[src/rtl/seven_segment_capture.sv]
// seven_segment_capture: recovers the digits shown on a multiplexed 4-digit active-low
// seven-segment display. Optional change counter: SEVEN_SEGMENT_CAPTURE_CHANGE_COUNT_EN.
`default_nettype none

module seven_segment_capture #(
    parameter int STABLE_CYCLES  = 16,
    parameter int TIMEOUT_CYCLES = 200000
) (
    input  logic        clk,
    input  logic        rst,
    input  logic [6:0]  seg_in,
    input  logic [3:0]  an_in,
    output logic [15:0] digits,
    output logic [3:0]  digit_valid,
    output logic        pattern_err,
    output logic        anode_err,
    output logic        capture_stb,
    output logic [15:0] change_count
);

    localparam logic [15:0] STABLE_MAX  = 16'(STABLE_CYCLES);
    localparam logic [19:0] TIMEOUT_MAX = 20'(TIMEOUT_CYCLES);

    typedef enum logic [1:0] {
        IDLE   = 2'd0,
        SETTLE = 2'd1,
        HELD   = 2'd2
    } state_t;

    state_t      state;
    logic [6:0]  seg_s1, seg_s2;
    logic [3:0]  an_s1, an_s2;
    logic [10:0] prev;
    logic [15:0] stable_cnt;
    logic [19:0] tcnt  [4];
    logic [19:0] tnext [4];

    logic       input_change, accept, multi_anode, blank, dec_ok, capture;
    logic [3:0] an_low, dec_val;
    logic [1:0] pos;

    assign input_change = {an_s2, seg_s2} != prev;
    assign accept       = (state == SETTLE) && !input_change && (stable_cnt == STABLE_MAX);
    assign an_low       = ~an_s2;
    assign multi_anode  = (an_low & (an_low - 4'd1)) != 4'd0;
    assign blank        = (seg_s2 == 7'h7F);
    assign capture      = accept && !multi_anode && dec_ok;

    always_comb begin
        dec_ok  = 1'b1;
        dec_val = 4'h0;
        case (seg_s2)
            7'b1000000: dec_val = 4'h0;
            7'b1111001: dec_val = 4'h1;
            7'b0100100: dec_val = 4'h2;
            7'b0110000: dec_val = 4'h3;
            7'b0011001: dec_val = 4'h4;
            7'b0010010: dec_val = 4'h5;
            7'b0000010: dec_val = 4'h6;
            7'b1111000: dec_val = 4'h7;
            7'b0000000: dec_val = 4'h8;
            7'b0010000: dec_val = 4'h9;
            7'b0111111: dec_val = 4'hF;
            default:    dec_ok  = 1'b0;
        endcase
    end

    // Only meaningful when exactly one anode is low; multi-anode acceptances never use pos.
    always_comb begin
        case (an_s2)
            4'b1110: pos = 2'd0;
            4'b1101: pos = 2'd1;
            4'b1011: pos = 2'd2;
            default: pos = 2'd3;
        endcase
    end

    always_comb begin
        for (int k = 0; k < 4; k++) begin
            tnext[k] = (tcnt[k] == 20'hFFFFF) ? tcnt[k] : tcnt[k] + 20'd1;
        end
    end

    always_ff @(posedge clk) begin
        if (rst) begin
            seg_s1      <= 7'h7F;
            seg_s2      <= 7'h7F;
            an_s1       <= 4'hF;
            an_s2       <= 4'hF;
            prev        <= 11'h7FF;
            stable_cnt  <= 16'd0;
            state       <= IDLE;
            digits      <= 16'h0000;
            digit_valid <= 4'b0000;
            pattern_err <= 1'b0;
            anode_err   <= 1'b0;
            capture_stb <= 1'b0;
            for (int k = 0; k < 4; k++) tcnt[k] <= 20'd0;
        end else begin
            seg_s1 <= seg_in;
            seg_s2 <= seg_s1;
            an_s1  <= an_in;
            an_s2  <= an_s1;
            prev   <= {an_s2, seg_s2};

            if (input_change)
                stable_cnt <= 16'd0;
            else if (stable_cnt != STABLE_MAX)
                stable_cnt <= stable_cnt + 16'd1;

            if (input_change)
                state <= (an_s2 == 4'hF) ? IDLE : SETTLE;
            else if (accept)
                state <= HELD;

            pattern_err <= 1'b0;
            anode_err   <= 1'b0;
            capture_stb <= 1'b0;

            for (int k = 0; k < 4; k++) begin
                tcnt[k] <= tnext[k];
                if (tnext[k] >= TIMEOUT_MAX) digit_valid[k] <= 1'b0;
            end

            // Assignments below come later so a same-cycle capture beats the timeout.
            if (accept) begin
                if (multi_anode) begin
                    anode_err <= 1'b1;
                end else if (dec_ok) begin
                    digits[{pos, 2'b00} +: 4] <= dec_val;
                    digit_valid[pos]          <= 1'b1;
                    tcnt[pos]                 <= 20'd0;
                    capture_stb               <= 1'b1;
                end else if (!blank) begin
                    pattern_err      <= 1'b1;
                    digit_valid[pos] <= 1'b0;
                end
            end
        end
    end

`ifdef SEVEN_SEGMENT_CAPTURE_CHANGE_COUNT_EN
    logic [3:0] old_nib;
    assign old_nib = digits[{pos, 2'b00} +: 4];

    always_ff @(posedge clk) begin
        if (rst)
            change_count <= 16'd0;
        else if (capture && ((dec_val != old_nib) || !digit_valid[pos]))
            change_count <= change_count + 16'd1;
    end
`else
    assign change_count = 16'h0000;
`endif

endmodule

`default_nettype wire

[config.mk]
export PLATFORM = sky130hd
export DESIGN_NAME = seven_segment_capture
export DESIGN_NICKNAME = d
export VERILOG_FILES = /design/src/rtl/seven_segment_capture.sv
export SDC_FILE = /design/constraint.sdc
export NUM_CORES = 1
export LEC_CHECK = 0
export CORE_ASPECT_RATIO = 0.9
export CORE_MARGIN = 2
export CORE_UTILIZATION = 35
export DETAILED_ROUTE_END_ITERATION = 8
export PLACE_DENSITY_LB_ADDON = 0.05
export RECOVER_POWER = 25
export SLEW_MARGIN = 5
export SYNTH_ARGS = -nofsm -noshare
export SYNTH_HDL_FRONTEND = slang
export SYNTH_SLANG_ARGS = --single-unit
export TNS_END_PERCENT = 30
[constraint.sdc]
create_clock -name clk -period 5.85 [get_ports clk]
set_input_delay 1.17 -clock clk [delete_from_list [all_inputs] [get_ports clk]]
set_output_delay 1.17 -clock clk [all_outputs]
set_load 0.01 [all_outputs]
* After elaboration in Yosys (flattened, before gate mapping)
Memory sizes are Yosys's and may differ from the RTL's.
Cells that the tools add are included.
** Storage, ports and cells
- Bits in registers :: 74
- Input port bits :: 13
- Memories kept :: 1
- Output and inout bits :: 39
- Bits in writable memories :: 80
- Word-level logic and storage cells :: 113
** Memories
- tcnt :: depth 4, bits a word 20, read ports 4, clocked after Yosys merged registers in 0, wr ports 5, line 35 : logic [19:0] tcnt [4];
** Cells by class
- Reductions and logical operators :: 12
- Add/subtract/negate cells :: 7
- Mux-type cells :: 39
- Bitwise logic cells :: 11
- Magnitude comparators :: 6
- Shifts and indexed selects :: 2
- Eq/ne operators :: 23
** Operators by type and width (number)
- two-way mux 20 bit :: 8
- adder 20 x 1 -> 20 bit (second input constant) :: 4
- equality test 20 bit (second input constant) :: 4
- >= comparator 20 x 18 -> 1 bit (second input constant) :: 4
- case mux 4 bit (10 select lines) :: 1
- equality test 7 bit (second input constant) :: 4
- equality test 7 x 5 -> 1 bit (second input constant) :: 3
- equality test 7 x 6 -> 1 bit (second input constant) :: 3
- two-way mux 1 bit :: 21
- adder 16 x 1 -> 16 bit (second input constant) :: 1
- bitwise mux 16 bit :: 1
- equality test 16 x 5 -> 1 bit (second input constant) :: 1
- equality test 4 bit (second input constant) :: 4
- two-way mux 4 bit :: 4
- != test 16 x 5 -> 1 bit (second input constant) :: 1
- variable shift 4 x 6 -> 16 bit (first input constant) :: 1
- variable part select 4 x 6 -> 16 bit :: 1
- != test 11 bit :: 1
- OR reduction 11 bit :: 1
- AND 4 bit :: 2
- inverter 4 bit :: 2
- equality test 7 x 2 -> 1 bit (second input constant) :: 1
- zero test 7 bit :: 1
- negator 4 -> 6 bit :: 1
- other kinds (17) :: 25

* Depth between registers and ports, before layout
Gate-level depths: netlist (run 1).
- Depth in word-level cells :: 12
- Gate-level depth with buffers :: 11
- Gate-level depth less buffers :: 9

* Worst setup path after synthesis (run 1)
Ideal clock, no wire load.
- Kind :: register -> register
- From :: memory tcnt[3][0]
- To :: register digit_valid[3]
- Stages on the path, launching flop included :: 10
- Period minus slack after synthesis :: 2.397 ns
- Data arrival time :: 2.265 ns
- Slack :: 3.453 ns
- Cell sequence :: dfxtp_1 > ha_1 > nand3_1 > nor3_1 > nand2b_4 > buf_6 > a32o_1 > a211o_1 > nor4b_2 > o32ai_1
** RTL lines
- from (decl) :: line 35
- to (signal assigned) :: line 94 : digit_valid <= 4'b0000;
- to (signal, indexed assignment) :: line 122 : if (tnext[k] >= TIMEOUT_MAX) digit_valid[k] <= 1'b0;
- to (signal, indexed assignment) :: line 131 : digit_valid[pos] <= 1'b1;
- to (decl) :: line 14 : output logic [3:0] digit_valid,

* Worst setup path in the final report (run 1)
- From :: input port rst
- To :: register anode_err
** Between the ends
- Cells in the longest elaborated chain, start to end :: 1
** Ends and longest elaborated chain
- from (decl) :: line 10 : input logic rst,
- OR reduction 2 bit (no source line)
- to (signal assigned) :: line 96 : anode_err <= 1'b0;
- to (signal assigned) :: line 117 : anode_err <= 1'b0;
- to (signal assigned) :: line 128 : anode_err <= 1'b1;
- to (decl) :: line 16 : output logic anode_err,
No other way between the ends.
A chain may end at the register's enable or synchronous reset.

==> results of run 1 <==
cell type report:
class                           instances  area (um2)  area share, %
Inverter                               18       67.56         0.7738
Sequential cell                       154        3083          35.31
Tap cell                              291       364.1          4.170
Clock buffer                           17       425.4          4.872
Timing Repair Buffer                   36       349.1          3.998
Clock inverter                         15       212.7          2.436
Multi-Input combinational cell        709        4230          48.45
through the flow:
stage / setup slack [ns] / util (%) / power (mW)
6_report: 2.338 / 40.61 / 2.362
5_1_grt: 2.007 / 40.61 / 2.461
2_1_floorplan: 3.453 / - / 1.179
3_3_place_gp: 2.798 / 37.66 / 1.198
4_1_cts: 2.702 / 40.62 / 2.398
3_5_place_dp: 2.705 / 37.66 / 1.198
layer usage:
metal / vias up / part of all wire [%]
li1: 3245 / -
met4: 0 / 0.88
met5: - / 0
met3: 9 / 2.7
met2: 76 / 41
met1: 2755 / 55
worst max path at each step:
stage,slack [ns],cells after the start,to
CTS,2.70,9,tcnt[1][0]
floorplan,3.45,9,digit_valid[3]
global placement,2.80,9,tcnt[2][16]
global route,2.01,4,pattern_err
detailed placement,2.70,9,tcnt[1][0]
finish,2.34,4,anode_err
power breakdown:
| part | leakage, nW | internal, mW | switching (mW) |
|---|---|---|---|
| Sequential | 1.25 | 1.07 | 0.0209 |
| Combinational | 1.42 | 0.0366 | 0.0496 |
| Clock | 0.301 | 0.722 | 0.467 |
cell usage in the layout (no fill, tap or decap), drive strengths merged, types with 7 or more instances in the layout:
master         netlist  final
dfxtp              154    154
nor2               118    118
nand2               73     73
nand3               56     56
a21oi               50     50
or2                 44     44
xnor2               43     43
xor2                40     40
nand4               31     31
o21ai               30     30
nor3                24     24
clkdlybuf4s50        0     24
inv                 18     22
or3                 21     21
and3                19     19
clkbuf              34     18
conb                 1     16
nor4                12     12
a211oi              11     11
ha                  11     11
dlygate4sd3          0     10
and2                 8      8
nor3b                7      7
sequential cells by signal (all words and copies together) (netlist names):
signal	count
an_s1	4
an_s2	4
anode_err	1
capture_stb	1
digit_valid	4
digits	16
pattern_err	1
prev	11
seg_s1	7
seg_s2	7
stable_cnt	16
state	2
tcnt	80
logic make-up after synthesis:
logic type | after synthesis
and+or+nand+nor | 444
DFF | 154
AOI/OAI and AO/OA | 147
xor gates and xnor gates | 83
buffers and inverters | 75
adders and majority gates | 12
muxes | 7
other | 1
==> impl_metrics.env, run 1 <==
export IMPL_netlist_top_cells_area="dfxtp_1 (40%), nor2_1 (5.8%), xnor2_1 (4.9%)"
export IMPL_max_cap_violations=1
export IMPL_setup_tns_ns=0
export IMPL_static_leakage_power_nw=2.967
export IMPL_dpl_wire_length_um=11290
export IMPL_layoutNonFillerInstCount=1240
export IMPL_finalHoldViolations=0
export IMPL_grt_usage_pct=14.76
export IMPL_hold_startpoint="seg_s1[3]"
export IMPL_yosys_area_share_simple_pct=29.97
export IMPL_final_area_um2=8732
export IMPL_fp_dieArea_um2=22970
export IMPL_global_route_wire_length_before_repair_um=28030
export IMPL_globalRoute_totalOverflow=0
export IMPL_use_met1_pct=21.49
export IMPL_antennaDiodeCount=0
export IMPL_die_height_um=144.0
export IMPL_worst_hold_path_num_cells=1
export IMPL_synth_top_cell_by_area="dfxtp_1"
export IMPL_finalCritPeriodShare_pct=60.04
export IMPL_post_synthesis_compound_gate_area_fraction_pct=12.33
export IMPL_endpoint_arrival_time_on_the_critical_path_ns=3.77
export IMPL_detail_route_first_pass_iterations=5
export IMPL_main_combinational_cell_family_by_area_after_synthesis="simple AND/OR/NAND/NOR gates"
export IMPL_period_minus_slack_ns=3.512
export IMPL_tritoncts="done"
export IMPL_relSlewSlack_pct=-47.96
export IMPL_rr_startpoint="stable_cnt[0]"
export IMPL_violations="capacitance limit, slew limit"
export IMPL_power_density_cell_area_nw_per_um2=270.5
export IMPL_grt_met3_usage_pct=3.413
export IMPL_final_setup_viol_count=0
export IMPL_synth_async_reset_ratio_pct=0
export IMPL_synth_cells=923
export IMPL_cts_setup_buffers=0
export IMPL_floorplan_core_area_um2=21500
export IMPL_effective_utilization_at_floorplan_pct=35.43
export IMPL_yosysSeqAreaShare_pct=40.46
export IMPL_route_antenna_remaining_nets=0
export IMPL_critical_path_max_stage_delay_ns=1.56
export IMPL_synthesis_area_per_instance_um2=8.255
export IMPL_worst_hold_path_type="reg2reg"
export IMPL_timing_worst_setup_path_type="in2reg"
export IMPL_final_hold_worst_slack_ns=0.4037
export IMPL_synth_adder_area_share_pct=1.938
export IMPL_cts_root_buf="clkbuf_16"
export IMPL_rr_worst_depth=9
export IMPL_achievable_frequency_mhz=284.7
export IMPL_tightest_slew_ns=2.219
export IMPL_whs_endpoint="seg_s2[3]"
export IMPL_tritoncts_num_buffers=17
export IMPL_number_of_cells_upsized_or_downsized_after_cts=0
export IMPL_crit_path_top_delay_cell="clkbuf_1"
export IMPL_ys_types=67
export IMPL_number_of_antenna_violations_at_the_first_check_in_global_routing=0
export IMPL_cts_buffer_depth=2
export IMPL_slew_violations=61
export IMPL_ys_seq_elements=154
export IMPL_portBuffers=35
export IMPL_dp_cells=1208
export IMPL_cts_hold_buf=0
export IMPL_vdd_drop_max_mv=0.1362
export IMPL_filler_cell_count=2222
export IMPL_final_layout_size_suffix_gt1_share_pct=8.851
export IMPL_cp_end_kind="flip-flop"
export IMPL_grt_max_degree=61
export IMPL_crit_path_start_kind="input pin"
export IMPL_die_width_um=159.5
export IMPL_drt_drc_violations_left=0
export IMPL_clock_sinks=154
export IMPL_finalWeightedCongestion=0.7504
export IMPL_worst_path_max_fanout=60
export IMPL_muxShareOfSynthArea_pct=0.9524
export IMPL_via_count=6085
export IMPL_io_pin_count=52
export IMPL_path_buf_inv=2
export IMPL_status="complete, but fails checks"
export IMPL_post_synth_xor_area_fraction_pct=9.540
export IMPL_clk_pin_slew_ns=0.07
export IMPL_wire_per_inst_um=13.15
export IMPL_synth_cells_most_frequent="dfxtp_1 (154), nor2_1 (118), nand2_1 (73)"
export IMPL_first_global_vias=5592
export IMPL_synth_top_area_share_pct=40.46
export IMPL_std_cell_rows=51
export IMPL_synth_most_common_cell="dfxtp_1"
export IMPL_routed_wirelength_um=16310
export IMPL_vias_per_cell=4.907
export IMPL_htreeDepth=4
export IMPL_required_ns=6.10
export IMPL_grt_busiest_layer="met2"
export IMPL_global_route_usage_met2_pct=21.99
export IMPL_clock_insertion_delay_worst_skew_ns=0.42
export IMPL_rsz0062_at_grt="no"
export IMPL_fin_nets=960
export IMPL_timing_clock_skew_ns=0.01210
export IMPL_synth_edff_count=0
export IMPL_detailedRoute_firstIterationViolations=289
export IMPL_synth_warnings=0
export IMPL_r2r_end="tcnt[0][18]"
export IMPL_path_delay_family="buffers and inverters"
export IMPL_worstPathCellList="buf_2 -> clkbuf_1 -> nand2b_1 -> nor3_1"
export IMPL_yosys_most_used_dff="dfxtp_1"
export IMPL_synthToLayoutAreaGrowth_pct=14.60
export IMPL_synth_area_um2=7620
export IMPL_regToRegSetupSlack_ns=2.76
export IMPL_setup_worst_path_start="rst"
export IMPL_postPlaceCellArea_um2=8098
Note: power is estimated with default switching activity, not from simulation.
==> run 2, diff against run 1 <==
==> constraint.sdc (replaced) <==
create_clock -name clk -period 3 [get_ports clk]
set_input_delay 0.6 -clock clk [delete_from_list [all_inputs] [get_ports clk]]
set_output_delay 0.6 -clock clk [all_outputs]
set_load 0.01 [all_outputs]
==> run 2 against run 1 <==
  * Final cell count increased by 1.2%
  * Setup slack got worse by 1.9 ns
  * Largest power group unchanged
  * Via count rose by 0.82%
  * Total power rose by 95%
  * The flow now finishes without violations
  * Critical endpoint is now digits[11]
  * Worst hold slack improved by 0.0045 ns
  * Flip-flop and latch count stayed put
  * Sequential power up 94%
==> impl_metrics.env, run 2 (synthesis gave the netlist of run 1 again) <==
export IMPL_final_layout_size_suffix_gt1_share_pct=10.06
export IMPL_rr_startpoint="seg_s2[1]"
export IMPL_routed_wirelength_um=16600
export IMPL_tritoncts="done"
export IMPL_status="finished, final reports clean"
export IMPL_floorplan_core_area_um2=21500
export IMPL_vias_per_cell=4.888
export IMPL_worstPathCellList="or3_1 -> a21oi_1 -> o21ai_0 -> a22oi_1 -> nand3_1 -> or3_1 -> a21oi_1"
export IMPL_static_leakage_power_nw=3.030
export IMPL_tightest_slew_ns=1.282
export IMPL_global_route_wire_length_before_repair_um=27840
export IMPL_clock_sinks=154
export IMPL_die_width_um=159.5
export IMPL_tritoncts_num_buffers=17
export IMPL_antennaDiodeCount=0
export IMPL_cts_setup_buffers=0
export IMPL_cts_buffer_depth=2
export IMPL_die_height_um=144.0
export IMPL_cts_root_buf="clkbuf_16"
export IMPL_relSlewSlack_pct=14.54
export IMPL_internal_power_mw=3.575
export IMPL_hold_startpoint="seg_s1[1]"
export IMPL_whs_endpoint="seg_s2[1]"
export IMPL_dpl_wire_length_um=11650
export IMPL_htreeDepth=4
export IMPL_grt_max_degree=35
export IMPL_power_density_cell_area_nw_per_um2=520.7
export IMPL_first_global_vias=5497
export IMPL_clock_insertion_delay_worst_skew_ns=0.43
export IMPL_endpoint_arrival_time_on_the_critical_path_ns=2.93
export IMPL_crit_path_start_kind="flip-flop"
export IMPL_finalHoldViolations=0
export IMPL_cp_end_kind="flip-flop"
export IMPL_globalRoute_totalOverflow=0
export IMPL_grt_usage_pct=14.96
export IMPL_std_cell_rows=51
export IMPL_finalCritPeriodShare_pct=86.43
export IMPL_number_of_antenna_violations_at_the_first_check_in_global_routing=0
export IMPL_period_minus_slack_ns=2.593
export IMPL_worst_hold_path_num_cells=1
export IMPL_share_clk_of_total_power_pct=50.1
export IMPL_fp_dieArea_um2=22970
export IMPL_finalWeightedCongestion=0.7552
export IMPL_rr_worst_depth=7
export IMPL_crit_path_top_delay_cell="a22oi_1"
export IMPL_clk_pin_slew_ns=0.06
export IMPL_io_pin_count=52
export IMPL_vdd_drop_max_mv=0.2819
export IMPL_cts_hold_buf=0
export IMPL_worst_hold_path_type="reg2reg"
export IMPL_detailedRoute_firstIterationViolations=398
export IMPL_route_antenna_remaining_nets=0
export IMPL_regToRegSetupSlack_ns=0.41
export IMPL_power_combinational_fraction_pct=3.9
export IMPL_critical_path_max_stage_delay_ns=0.49
export IMPL_largest_registers="tcnt: 80 flops, digits: 16 flops, stable_cnt: 16 flops"
export IMPL_fin_nets=975
export IMPL_slew_violations=0
export IMPL_required_ns=3.34
export IMPL_largest_register="tcnt"
export IMPL_synthToLayoutAreaGrowth_pct=15.96
export IMPL_power_switching_fraction_pct=22.30
export IMPL_largest_register_ffs=80
export IMPL_worst_path_max_fanout=15
export IMPL_postPlaceCellArea_um2=8210
export IMPL_timing_worst_setup_path_type="reg2reg"
export IMPL_r2r_end="digits[11]"
export IMPL_final_setup_viol_count=0
export IMPL_wire_per_inst_um=13.23
export IMPL_drt_drc_violations_left=0
export IMPL_rsz0062_at_grt="no"
export IMPL_setup_tns_ns=0
export IMPL_portBuffers=35
export IMPL_final_area_um2=8836
export IMPL_timing_clock_skew_ns=0.01069
export IMPL_number_of_cells_upsized_or_downsized_after_cts=0
export IMPL_achievable_frequency_mhz=385.7
export IMPL_switch_pwr_mw=1.026
export IMPL_detail_route_first_pass_iterations=5
export IMPL_effective_utilization_at_floorplan_pct=35.43
export IMPL_power_sequential_fraction_pct=46.0
export IMPL_max_cap_violations=0
export IMPL_via_count=6135
export IMPL_layout_commonest_cell="dfxtp_1"
export IMPL_final_cell_mix="dfxtp_1 (154), nor2_1 (118), nand2_1 (73), nand3_1 (56), a21oi_1 (50)"
run 2: critical path, delay by kind of cell (launching register included):
family          cells  cell delay (ns)
flops               1             0.44
simple gates        3             1.21
compound gates      4             0.84
run 2: worst max-delay path by stage:
stage,start,endpoint,slack (ns)
5_1_grt,seg_s2[1],digits[5],0.05
4_1_cts,stable_cnt[0],digit_valid[1],0.37
3_3_place_gp,stable_cnt[0],digit_valid[1],0.34
3_5_place_dp,stable_cnt[0],digit_valid[1],0.38
6_report,seg_s2[1],digits[11],0.41
2_1_floorplan,tcnt[3][0],digit_valid[3],0.60
run 2: layout make-up:
cell class	instances	area, um2
Timing Repair Buffer	51	456.7
Multi-Input combinational cell	709	4230
Inverter	18	67.56
Fill cell	2214	12670
Clock inverter	14	195.2
Tap cell	291	364.1
Clock buffer	18	439.2
Sequential cell	154	3083
run 2: stage by stage:
| step | power [mW] | hold slack [ns] | worst slack, ns | cells | util [%] |
|---|---|---|---|---|---|
| after global placement | 2.345 | 0.3942 | 0.3417 | 1223 | 38.18 |
| final | 4.601 | 0.4082 | 0.4072 | 1255 | 41.09 |
| after detailed placement | 2.344 | 0.3936 | 0.3813 | 1223 | 38.18 |
| after CTS | 4.676 | 0.4081 | 0.3709 | 1255 | 41.13 |
| after global routing | 4.792 | 0.4189 | 0.04745 | 1255 | 41.09 |
| after floorplan | 2.300 | 0.3895 | 0.6032 | 938 | - |
run 2: metal layers:
metal | wire length (um) | global-route usage (%) | share of wire [%]
met1 | 8898 | 21.72 | 54
met2 | 6905 | 21.55 | 42
met3 | 568 | 3.613 | 3.4
met4 | 230 | 5.072 | 1.4
met5 | 0 | 0 | 0
run 2: power by group through the flow:
stage / clock network, mW / registers [mW] / logic (mW)
after global routing: 2.47 / 2.12 / 0.203
after floorplan: 0 / 2.15 / 0.152
final: 2.31 / 2.12 / 0.177
after detailed placement: 0 / 2.16 / 0.180
after CTS: 2.38 / 2.12 / 0.181
after global placement: 0 / 2.16 / 0.181
